<file path="src/rtl/mano_pkg.sv">
// mano_pkg: shared encodings for the basic-computer control unit, ALU and
// datapath. Holds the opcode, ALU select, bus select and E-flag operation
// encodings plus the bit positions inside the REG_LD / REG_INR vectors.
package mano_pkg;

    localparam int W_DEF = 16;
    localparam int NT    = 7;      // T0..T6 are the only decoded T-states

    typedef enum logic [2:0] {
        OP_AND    = 3'd0,
        OP_ADD    = 3'd1,
        OP_LDA    = 3'd2,
        OP_STA    = 3'd3,
        OP_BUN    = 3'd4,
        OP_BSA    = 3'd5,
        OP_ISZ    = 3'd6,
        OP_REG_IO = 3'd7
    } opcode_e;

    typedef enum logic [2:0] {
        ALU_ADD  = 3'b000,
        ALU_AND  = 3'b001,
        ALU_XFER = 3'b010,
        ALU_CMA  = 3'b011,
        ALU_SHR  = 3'b100,
        ALU_SHL  = 3'b101
    } alu_sel_e;

    localparam logic [2:0] BUS_NONE = 3'd0;
    localparam logic [2:0] BUS_AR   = 3'd1;
    localparam logic [2:0] BUS_PC   = 3'd2;
    localparam logic [2:0] BUS_DR   = 3'd3;
    localparam logic [2:0] BUS_AC   = 3'd4;
    localparam logic [2:0] BUS_IR   = 3'd5;
    localparam logic [2:0] BUS_MEM  = 3'd7;

    typedef enum logic [2:0] {
        E_HOLD    = 3'd0,
        E_CLR     = 3'd1,
        E_CMP     = 3'd2,
        E_LD_CO   = 3'd3,
        E_LD_AC0  = 3'd4,
        E_LD_ACMS = 3'd5
    } e_op_e;

    // REG_LD = {IR,AC,DR,PC,AR}
    localparam int LD_AR = 0;
    localparam int LD_PC = 1;
    localparam int LD_DR = 2;
    localparam int LD_AC = 3;
    localparam int LD_IR = 4;

    // REG_INR = {AC,DR,PC,AR}
    localparam int INR_AR = 0;
    localparam int INR_PC = 1;
    localparam int INR_DR = 2;
    localparam int INR_AC = 3;

    // Register-reference bits should be one-hot; if several are set the
    // highest one is kept. Ascending scan so the last (highest) hit wins.
    function automatic logic [11:0] rr_pick(input logic [11:0] b);
        logic [11:0] r;
        r = '0;
        for (int k = 0; k < 12; k++) begin
            if (b[k]) r = 12'(1) << k;
        end
        return r;
    endfunction

endpackage

</file>
<file path="src/rtl/mano_control_unit_if.sv">
// mano_control_unit_if: control-unit <-> datapath signal bundle.
//   master : control unit (consumes IR/status/START, drives control strobes)
//   slave  : datapath side (drives IR/status/START, consumes strobes)
// Signals: START, IR[W], AC_ZERO, AC_MSB, E, DR_ZERO in to the controller;
// ALU_SEL, BUS_SEL, REG_LD, REG_INR, AC_CLR, MEM_RD, MEM_WR, E_OP, HALTED,
// SC_OUT out of it.
interface mano_control_unit_if #(
    parameter int W = 16
);
    logic         START;
    logic [W-1:0] IR;
    logic         AC_ZERO;
    logic         AC_MSB;
    logic         E;
    logic         DR_ZERO;
    logic [2:0]   ALU_SEL;
    logic [2:0]   BUS_SEL;
    logic [4:0]   REG_LD;
    logic [3:0]   REG_INR;
    logic         AC_CLR;
    logic         MEM_RD;
    logic         MEM_WR;
    logic [2:0]   E_OP;
    logic         HALTED;
    logic [3:0]   SC_OUT;

    modport master (
        input  START, IR, AC_ZERO, AC_MSB, E, DR_ZERO,
        output ALU_SEL, BUS_SEL, REG_LD, REG_INR, AC_CLR, MEM_RD, MEM_WR,
               E_OP, HALTED, SC_OUT
    );

    modport slave (
        output START, IR, AC_ZERO, AC_MSB, E, DR_ZERO,
        input  ALU_SEL, BUS_SEL, REG_LD, REG_INR, AC_CLR, MEM_RD, MEM_WR,
               E_OP, HALTED, SC_OUT
    );
endinterface

</file>
<file path="src/rtl/mano_seq_counter.sv">
// mano_seq_counter: 4-bit sequence counter SC with clear / hold / increment
// (clear beats hold beats increment) and a one-hot decode of T0..T(NT-1).
//   clk, rst_n : clock, async active-low reset (SC -> 0)
//   clr        : SC <= 0 on next edge
//   hold       : SC keeps its value
//   sc         : current T-state
//   t          : one-hot T-state decode
module mano_seq_counter
    import mano_pkg::*;
(
    input  logic          clk,
    input  logic          rst_n,
    input  logic          clr,
    input  logic          hold,
    output logic [3:0]    sc,
    output logic [NT-1:0] t
);
    logic [3:0] sc_q, sc_d;

    always_comb begin
        sc_d = sc_q + 4'd1;
        if (clr)       sc_d = 4'd0;
        else if (hold) sc_d = sc_q;
    end

    always_ff @(posedge clk or negedge rst_n) begin
        if (!rst_n) sc_q <= 4'd0;
        else        sc_q <= sc_d;
    end

    always_comb begin
        t = '0;
        for (int k = 0; k < NT; k++) begin
            if (sc_q == 4'(k)) t[k] = 1'b1;
        end
    end

    assign sc = sc_q;
endmodule

</file>
<file path="src/rtl/mano_control_unit.sv">
// mano_control_unit: hardwired control sequencer for the 16-bit basic
// computer. Owns SC (in mano_seq_counter), the run flag S and the indirect
// flag I; decodes IR and the T-state into bus/ALU/register/memory/E strobes.
//   CLK, RST_N : clock, async active-low reset (SC=0, S=1, I=0)
//   cu         : control bundle (master side), see mano_control_unit_if
// All strobes are combinational from SC/S/I, IR and status, and forced to 0
// while RST_N is low.
module mano_control_unit
    import mano_pkg::*;
#(
    parameter int W = W_DEF
) (
    input  logic                 CLK,
    input  logic                 RST_N,
    mano_control_unit_if.master  cu
);
    logic          s_q, s_d;
    logic          i_q, i_d;
    logic          sc_clr, sc_hold;
    logic [3:0]    sc;
    logic [NT-1:0] t;
    opcode_e       opc;
    logic [11:0]   rr;

    alu_sel_e      alu_sel;
    logic [2:0]    bus_sel;
    logic [4:0]    reg_ld;
    logic [3:0]    reg_inr;
    logic          ac_clr, mem_rd, mem_wr;
    e_op_e         e_op;

    mano_seq_counter u_sc (
        .clk   (CLK),
        .rst_n (RST_N),
        .clr   (sc_clr),
        .hold  (sc_hold),
        .sc    (sc),
        .t     (t)
    );

    assign opc = opcode_e'(cu.IR[W-2:W-4]);
    assign rr  = rr_pick(cu.IR[11:0]);

    always_comb begin
        s_d     = s_q;
        i_d     = i_q;
        sc_clr  = 1'b0;
        sc_hold = 1'b0;
        alu_sel = ALU_ADD;
        bus_sel = BUS_NONE;
        reg_ld  = '0;
        reg_inr = '0;
        ac_clr  = 1'b0;
        mem_rd  = 1'b0;
        mem_wr  = 1'b0;
        e_op    = E_HOLD;

        if (!s_q) begin
            // Halted: SC frozen, only START does anything.
            sc_hold = 1'b1;
            if (cu.START) begin
                s_d    = 1'b1;
                sc_clr = 1'b1;
            end
        end else if (t[0]) begin
            bus_sel       = BUS_PC;
            reg_ld[LD_AR] = 1'b1;
        end else if (t[1]) begin
            mem_rd          = 1'b1;
            bus_sel         = BUS_MEM;
            reg_ld[LD_IR]   = 1'b1;
            reg_inr[INR_PC] = 1'b1;
        end else if (t[2]) begin
            i_d           = cu.IR[W-1];
            bus_sel       = BUS_IR;
            reg_ld[LD_AR] = 1'b1;
        end else if (t[3]) begin
            if (opc == OP_REG_IO) begin
                sc_clr = 1'b1;
                // I=1 is the I/O group, treated as NOP here.
                if (!i_q) begin
                    if (rr[11]) ac_clr = 1'b1;
                    if (rr[10]) e_op = E_CLR;
                    if (rr[9]) begin
                        alu_sel       = ALU_CMA;
                        reg_ld[LD_AC] = 1'b1;
                    end
                    if (rr[8]) e_op = E_CMP;
                    if (rr[7]) begin
                        alu_sel       = ALU_SHR;
                        reg_ld[LD_AC] = 1'b1;
                        e_op          = E_LD_AC0;
                    end
                    if (rr[6]) begin
                        alu_sel       = ALU_SHL;
                        reg_ld[LD_AC] = 1'b1;
                        e_op          = E_LD_ACMS;
                    end
                    if (rr[5]) reg_inr[INR_AC] = 1'b1;
                    if (rr[4] && !cu.AC_MSB)  reg_inr[INR_PC] = 1'b1;
                    if (rr[3] &&  cu.AC_MSB)  reg_inr[INR_PC] = 1'b1;
                    if (rr[2] &&  cu.AC_ZERO) reg_inr[INR_PC] = 1'b1;
                    if (rr[1] && !cu.E)       reg_inr[INR_PC] = 1'b1;
                    if (rr[0]) s_d = 1'b0;
                end
            end else if (i_q) begin
                // Indirect: AR <- M[AR]
                mem_rd        = 1'b1;
                bus_sel       = BUS_MEM;
                reg_ld[LD_AR] = 1'b1;
            end
        end else if (t[4]) begin
            unique case (opc)
                OP_AND, OP_ADD, OP_LDA, OP_ISZ: begin
                    mem_rd        = 1'b1;
                    bus_sel       = BUS_MEM;
                    reg_ld[LD_DR] = 1'b1;
                end
                OP_STA: begin
                    bus_sel = BUS_AC;
                    mem_wr  = 1'b1;
                    sc_clr  = 1'b1;
                end
                OP_BUN: begin
                    bus_sel       = BUS_AR;
                    reg_ld[LD_PC] = 1'b1;
                    sc_clr        = 1'b1;
                end
                OP_BSA: begin
                    bus_sel         = BUS_PC;
                    mem_wr          = 1'b1;
                    reg_inr[INR_AR] = 1'b1;
                end
                default: ;
            endcase
        end else if (t[5]) begin
            unique case (opc)
                OP_AND: begin
                    alu_sel       = ALU_AND;
                    reg_ld[LD_AC] = 1'b1;
                    sc_clr        = 1'b1;
                end
                OP_ADD: begin
                    alu_sel       = ALU_ADD;
                    reg_ld[LD_AC] = 1'b1;
                    e_op          = E_LD_CO;
                    sc_clr        = 1'b1;
                end
                OP_LDA: begin
                    alu_sel       = ALU_XFER;
                    reg_ld[LD_AC] = 1'b1;
                    sc_clr        = 1'b1;
                end
                OP_BSA: begin
                    bus_sel       = BUS_AR;
                    reg_ld[LD_PC] = 1'b1;
                    sc_clr        = 1'b1;
                end
                OP_ISZ: reg_inr[INR_DR] = 1'b1;
                default: ;
            endcase
        end else if (t[6]) begin
            if (opc == OP_ISZ) begin
                bus_sel         = BUS_DR;
                mem_wr          = 1'b1;
                reg_inr[INR_PC] = cu.DR_ZERO;
                sc_clr          = 1'b1;
            end
        end
    end

    always_ff @(posedge CLK or negedge RST_N) begin
        if (!RST_N) begin
            s_q <= 1'b1;
            i_q <= 1'b0;
        end else begin
            s_q <= s_d;
            i_q <= i_d;
        end
    end

    // Reset state is T0 with S=1, which would otherwise show fetch strobes.
    assign cu.ALU_SEL = RST_N ? alu_sel : 3'd0;
    assign cu.BUS_SEL = RST_N ? bus_sel : 3'd0;
    assign cu.REG_LD  = RST_N ? reg_ld  : 5'd0;
    assign cu.REG_INR = RST_N ? reg_inr : 4'd0;
    assign cu.AC_CLR  = RST_N & ac_clr;
    assign cu.MEM_RD  = RST_N & mem_rd;
    assign cu.MEM_WR  = RST_N & mem_wr;
    assign cu.E_OP    = RST_N ? e_op    : 3'd0;
    assign cu.HALTED  = ~s_q;
    assign cu.SC_OUT  = sc;
endmodule

</file>
<file path="src/flat_wrapper.sv">
// flat-port wrapper written by rule: the top's interface ports become plain ports
module mano_control_unit_flat import mano_pkg::*;
#(
    parameter int W = W_DEF
)
  (CLK, RST_N, cu_START, cu_IR, cu_AC_ZERO, cu_AC_MSB, cu_E, cu_DR_ZERO, cu_ALU_SEL, cu_BUS_SEL, cu_REG_LD, cu_REG_INR, cu_AC_CLR, cu_MEM_RD, cu_MEM_WR, cu_E_OP, cu_HALTED, cu_SC_OUT);
  mano_control_unit_if #(.W(W)) cu_i ();
  input  logic CLK;
  input  logic RST_N;
  input wire logic [$bits(cu_i.START)-1:0] cu_START;
  input wire logic [$bits(cu_i.IR)-1:0] cu_IR;
  input wire logic [$bits(cu_i.AC_ZERO)-1:0] cu_AC_ZERO;
  input wire logic [$bits(cu_i.AC_MSB)-1:0] cu_AC_MSB;
  input wire logic [$bits(cu_i.E)-1:0] cu_E;
  input wire logic [$bits(cu_i.DR_ZERO)-1:0] cu_DR_ZERO;
  output wire logic [$bits(cu_i.ALU_SEL)-1:0] cu_ALU_SEL;
  output wire logic [$bits(cu_i.BUS_SEL)-1:0] cu_BUS_SEL;
  output wire logic [$bits(cu_i.REG_LD)-1:0] cu_REG_LD;
  output wire logic [$bits(cu_i.REG_INR)-1:0] cu_REG_INR;
  output wire logic [$bits(cu_i.AC_CLR)-1:0] cu_AC_CLR;
  output wire logic [$bits(cu_i.MEM_RD)-1:0] cu_MEM_RD;
  output wire logic [$bits(cu_i.MEM_WR)-1:0] cu_MEM_WR;
  output wire logic [$bits(cu_i.E_OP)-1:0] cu_E_OP;
  output wire logic [$bits(cu_i.HALTED)-1:0] cu_HALTED;
  output wire logic [$bits(cu_i.SC_OUT)-1:0] cu_SC_OUT;
  assign cu_i.START = cu_START;
  assign cu_i.IR = cu_IR;
  assign cu_i.AC_ZERO = cu_AC_ZERO;
  assign cu_i.AC_MSB = cu_AC_MSB;
  assign cu_i.E = cu_E;
  assign cu_i.DR_ZERO = cu_DR_ZERO;
  assign cu_ALU_SEL = cu_i.ALU_SEL;
  assign cu_BUS_SEL = cu_i.BUS_SEL;
  assign cu_REG_LD = cu_i.REG_LD;
  assign cu_REG_INR = cu_i.REG_INR;
  assign cu_AC_CLR = cu_i.AC_CLR;
  assign cu_MEM_RD = cu_i.MEM_RD;
  assign cu_MEM_WR = cu_i.MEM_WR;
  assign cu_E_OP = cu_i.E_OP;
  assign cu_HALTED = cu_i.HALTED;
  assign cu_SC_OUT = cu_i.SC_OUT;
  mano_control_unit #(.W(W)) u_core (.CLK(CLK), .RST_N(RST_N), .cu(cu_i));
endmodule
</file>
<file path="config.mk">
export PLATFORM = sky130hd
export DESIGN_NAME = mano_control_unit_flat
export DESIGN_NICKNAME = d
export VERILOG_FILES = /design/src/rtl/mano_pkg.sv /design/src/rtl/mano_control_unit_if.sv /design/src/rtl/mano_seq_counter.sv /design/src/rtl/mano_control_unit.sv /design/src/flat_wrapper.sv
export SDC_FILE = /design/constraint.sdc
export NUM_CORES = 1
export LEC_CHECK = 0
export BUFFER_PORTS_ARGS = -buffer_cell sky130_fd_sc_hd__buf_2
export CAP_MARGIN = 20
export CORE_AREA = 2 2 53 55
export CTS_CLUSTER_SIZE = 20
export DETAILED_ROUTE_END_ITERATION = 8
export DIE_AREA = 0 0 55 57
export PLACE_DENSITY = 0.76
export SYNTH_ARGS = -nofsm -noshare
export SYNTH_HDL_FRONTEND = slang
export SYNTH_SLANG_ARGS = --single-unit
</file>
<file path="constraint.sdc">
create_clock -name CLK -period 2.23 [get_ports CLK]
set_input_delay 0.1115 -clock CLK [delete_from_list [all_inputs] [get_ports CLK]]
set_output_delay 0.1115 -clock CLK [all_outputs]
set_load 0.01 [all_outputs]
</file>
==> impl_metrics.json <==
{
  "cts_num_sinks": 6,
  "grt_pass1_wl_microns": 5180,
  "die_height_microns": 57,
  "design_area_sq_mm": 0.00162,
  "cp.arrival_ns": 2.35,
  "hp-class": "in -> reg",
  "drv_cap": 0,
  "post-place-ws_ns": 0.0509,
  "drcViolationCount": 0,
  "timing.final.crit_share": 1.10,
  "grt.total_usage": 0.214,
  "fmax_ghz": 0.406,
  "worstMarginPinSlew_ns": 0.560,
  "hpwl_microns": 2550,
  "synth_nets": 182,
  "ys.warnings.count": 0,
  "die_area_sq_mm": 0.00314,
  "slowest_stage": "or4_4",
  "synthArstFlopShare": 1.00,
  "crit_path_max_fanout": 5,
  "critPathLaunchType": "flop",
  "maxSlewHeadroom": 0.626,
  "drtPass1Iterations": 4,
  "routedWlPerCell_microns": 13.6,
  "post_dp_cell_area_sq_mm": 0.00142,
  "fp-row-count": 19,
  "rsz0062_at_grt": "yes",
  "holdWs_ns": 0.103,
  "antenna_found_initial": 0,
  "status": "finished with violations",
  "totalWireLength_microns": 3410,
  "failed_checks": "setup timing",
  "io_buffers": 48,
  "cp_data_required_time_ns": 2.12,
  "vdd_drop_max_v": 0.000816,
  "min_period_ns": 2.46,
  "cts_tree": "yes",
  "cts_max_level": 1,
  "synth-edff-count": 0,
  "nets": 247,
  "path_cells": "ha_2, or3b_1, or4_4, buf_4, nor4_1, buf_2",
  "root_buffer": "clkbuf_4",
  "final.setup_skew_ns": 0.00178,
  "max_stage_delay_ns": 0.55,
  "core_sq_mm": 0.00262,
  "pin_count": 49,
  "criticalPathCategory": "reg -> out",
  "first_global_vias": 1244,
  "leakage_nw": 0.744,
  "drive_gt1_frac": 0.493,
  "initial_core_util": 0.399,
  "ys_ff_latch": 6,
  "maxSlewViolCount": 0,
  "yosysTopAreaCellShare": 0.120,
  "finalSetupViolCount": 9,
  "end_kind": "output port",
  "cts_buffers": 3,
  "die_w_microns": 55,
  "ys_seq_area_frac": 0.145,
  "setup_ws_ns": -0.230,
  "syn_inst": 155,
  "pwr_density_cell_mw_per_mm2": 995,
  "areaGrowthSynthToFinish_pct": 54.8,
  "place_congestion": 0.877,
  "syn_avg_cell_area_sq_um": 6.73,
  "syn_area_sq_mm": 0.00104,
  "grt_max_degree": 13,
  "hold_viol": 0,
  "clk_pin_slew_ns": 0.05,
  "synth_area_leader_cell": "dfrtp_1",
  "drt_iter0_markers": 45,
  "ant_nets": 0,
  "clock_path_buffers": 2,
  "ys_types": 49,
  "worstSkewPairLatency_ns": 0.25,
  "via_per_inst": 5.66,
  "antenna_cells": 0,
  "route.vias.total": 1414,
  "synthFlopType": "dfrtp_1",
  "yosys-top-cells-area": "dfrtp_1 12%, nor2_1 6.8%, o21ai_0 5.8%",
  "gr-total-overflow": 0
}
==> metal layers <==
metal,part of all wire,global-route usage
met2,0.49,0.357
met4,0.018,0.0871
met3,0.069,0.0131
met5,0,0
met1,0.42,0.281
==> critical path, delay by kind of cell (launching register included) <==
family,cells,cell delay (ns)
and+or+nand+nor,3,1.20
DFF,1,0.36
buffers and inverters,2,0.36
adders and majority gates,1,0.18
==> state kept, by name, summed over array words and instances, names as in the netlist <==
register / cells
u_core.i_q: 1
u_core.s_q: 1
u_core.u_sc.sc: 4
==> power by group <==
group          internal, mW  switching (mW)
Combinational         0.611           0.688
Clock                0.0681          0.0446
Sequential            0.160          0.0347
==> layout make-up <==
| class | count | area, sq um |
|---|---|---|
| clock buffer | 4 | 26.3 |
| fill | 235 | 1000 |
| inverter | 9 | 36.3 |
| multi-input combinational | 127 | 908 |
| sequential | 6 | 153 |
| tap | 31 | 38.8 |
| timing repair buffer | 73 | 453 |
==> timing repair <==
action / 4_1_cts / 5_1_grt
buffers inserted: 3 / 3
endpoints found under the setup margin: 15 / 17
hold buffers: 1 / 0
pin swaps: 3 / 7
endpoints found under the hold margin: 6 / 0
gates resized for setup: 14 / 20
==> worst paths after layout <==
check | depth (start not counted) | startpoint | slack, ns | to
min reg2reg | 2 | u_core.u_sc.sc[0] | 0.59 | u_core.u_sc.sc[0]
max | 6 | u_core.u_sc.sc[1] | -0.23 | cu_REG_INR[3]
max reg2reg | 6 | u_core.u_sc.sc[1] | 0.19 | u_core.s_q
min in group asynchronous | 2 | RST_N | 0.24 | u_core.u_sc.sc[1]
max in group asynchronous | 2 | RST_N | 1.74 | u_core.s_q
min | 2 | cu_IR[15] | 0.10 | u_core.i_q
==> synth_stat cells (2+ instances only) <==
cell type  instances
clkbuf_1           8
nand2_1           11
nand3_1            6
o21ai_0           12
a211o_1            2
o21ai_1            3
nand4_1            5
ha_1               4
and3_1             3
nor4_1             6
nor3b_1            3
buf_6              2
nand2b_1           4
nor3_1             4
a221oi_1           2
nor2_1            19
o31ai_1            2
nor2b_1            3
a31oi_1            2
buf_2              2
dfrtp_1            5
a21oi_1           11
inv_1              9
nand3b_1           2
==> kinds of logic (layout without fill, tap and decap cells) <==
| family | after synthesis | after routing | synth area share |
|---|---|---|---|
| AOI/OAI and AO/OA | 45 | 45 | 0.276 |
| adders and majority gates | 4 | 4 | 0.0480 |
| buffers and inverters | 22 | 86 | 0.0995 |
| DFF | 6 | 6 | 0.145 |
| muxes | 2 | 2 | 0.0204 |
| and+or+nand+nor | 76 | 76 | 0.411 |
==> cells in the final DEF, fill, tap and decap left out, types with 5 or more instances in the layout <==
cell type and instances:
buf_2 48, buf_4 19, nor2_1 16, nand2_1 10, o21ai_0 10, a21oi_1 7, inv_1 6, nand4_1 5
==> through the flow <==
| stage | total power [mW] | cells | setup TNS [ns] | util |
|---|---|---|---|---|
| after floorplan | 0.814 | 155 | -0.873 | - |
| after global placement | 1.20 | 239 | 0 | 0.542 |
| after detailed placement | 1.21 | 239 | 0 | 0.542 |
| after CTS | 1.44 | 247 | -1.65 | 0.586 |
| after global routing | 1.73 | 250 | -2.53 | 0.618 |
| final | 1.61 | 250 | -1.61 | 0.618 |
(Power assumes the default switching activity.)
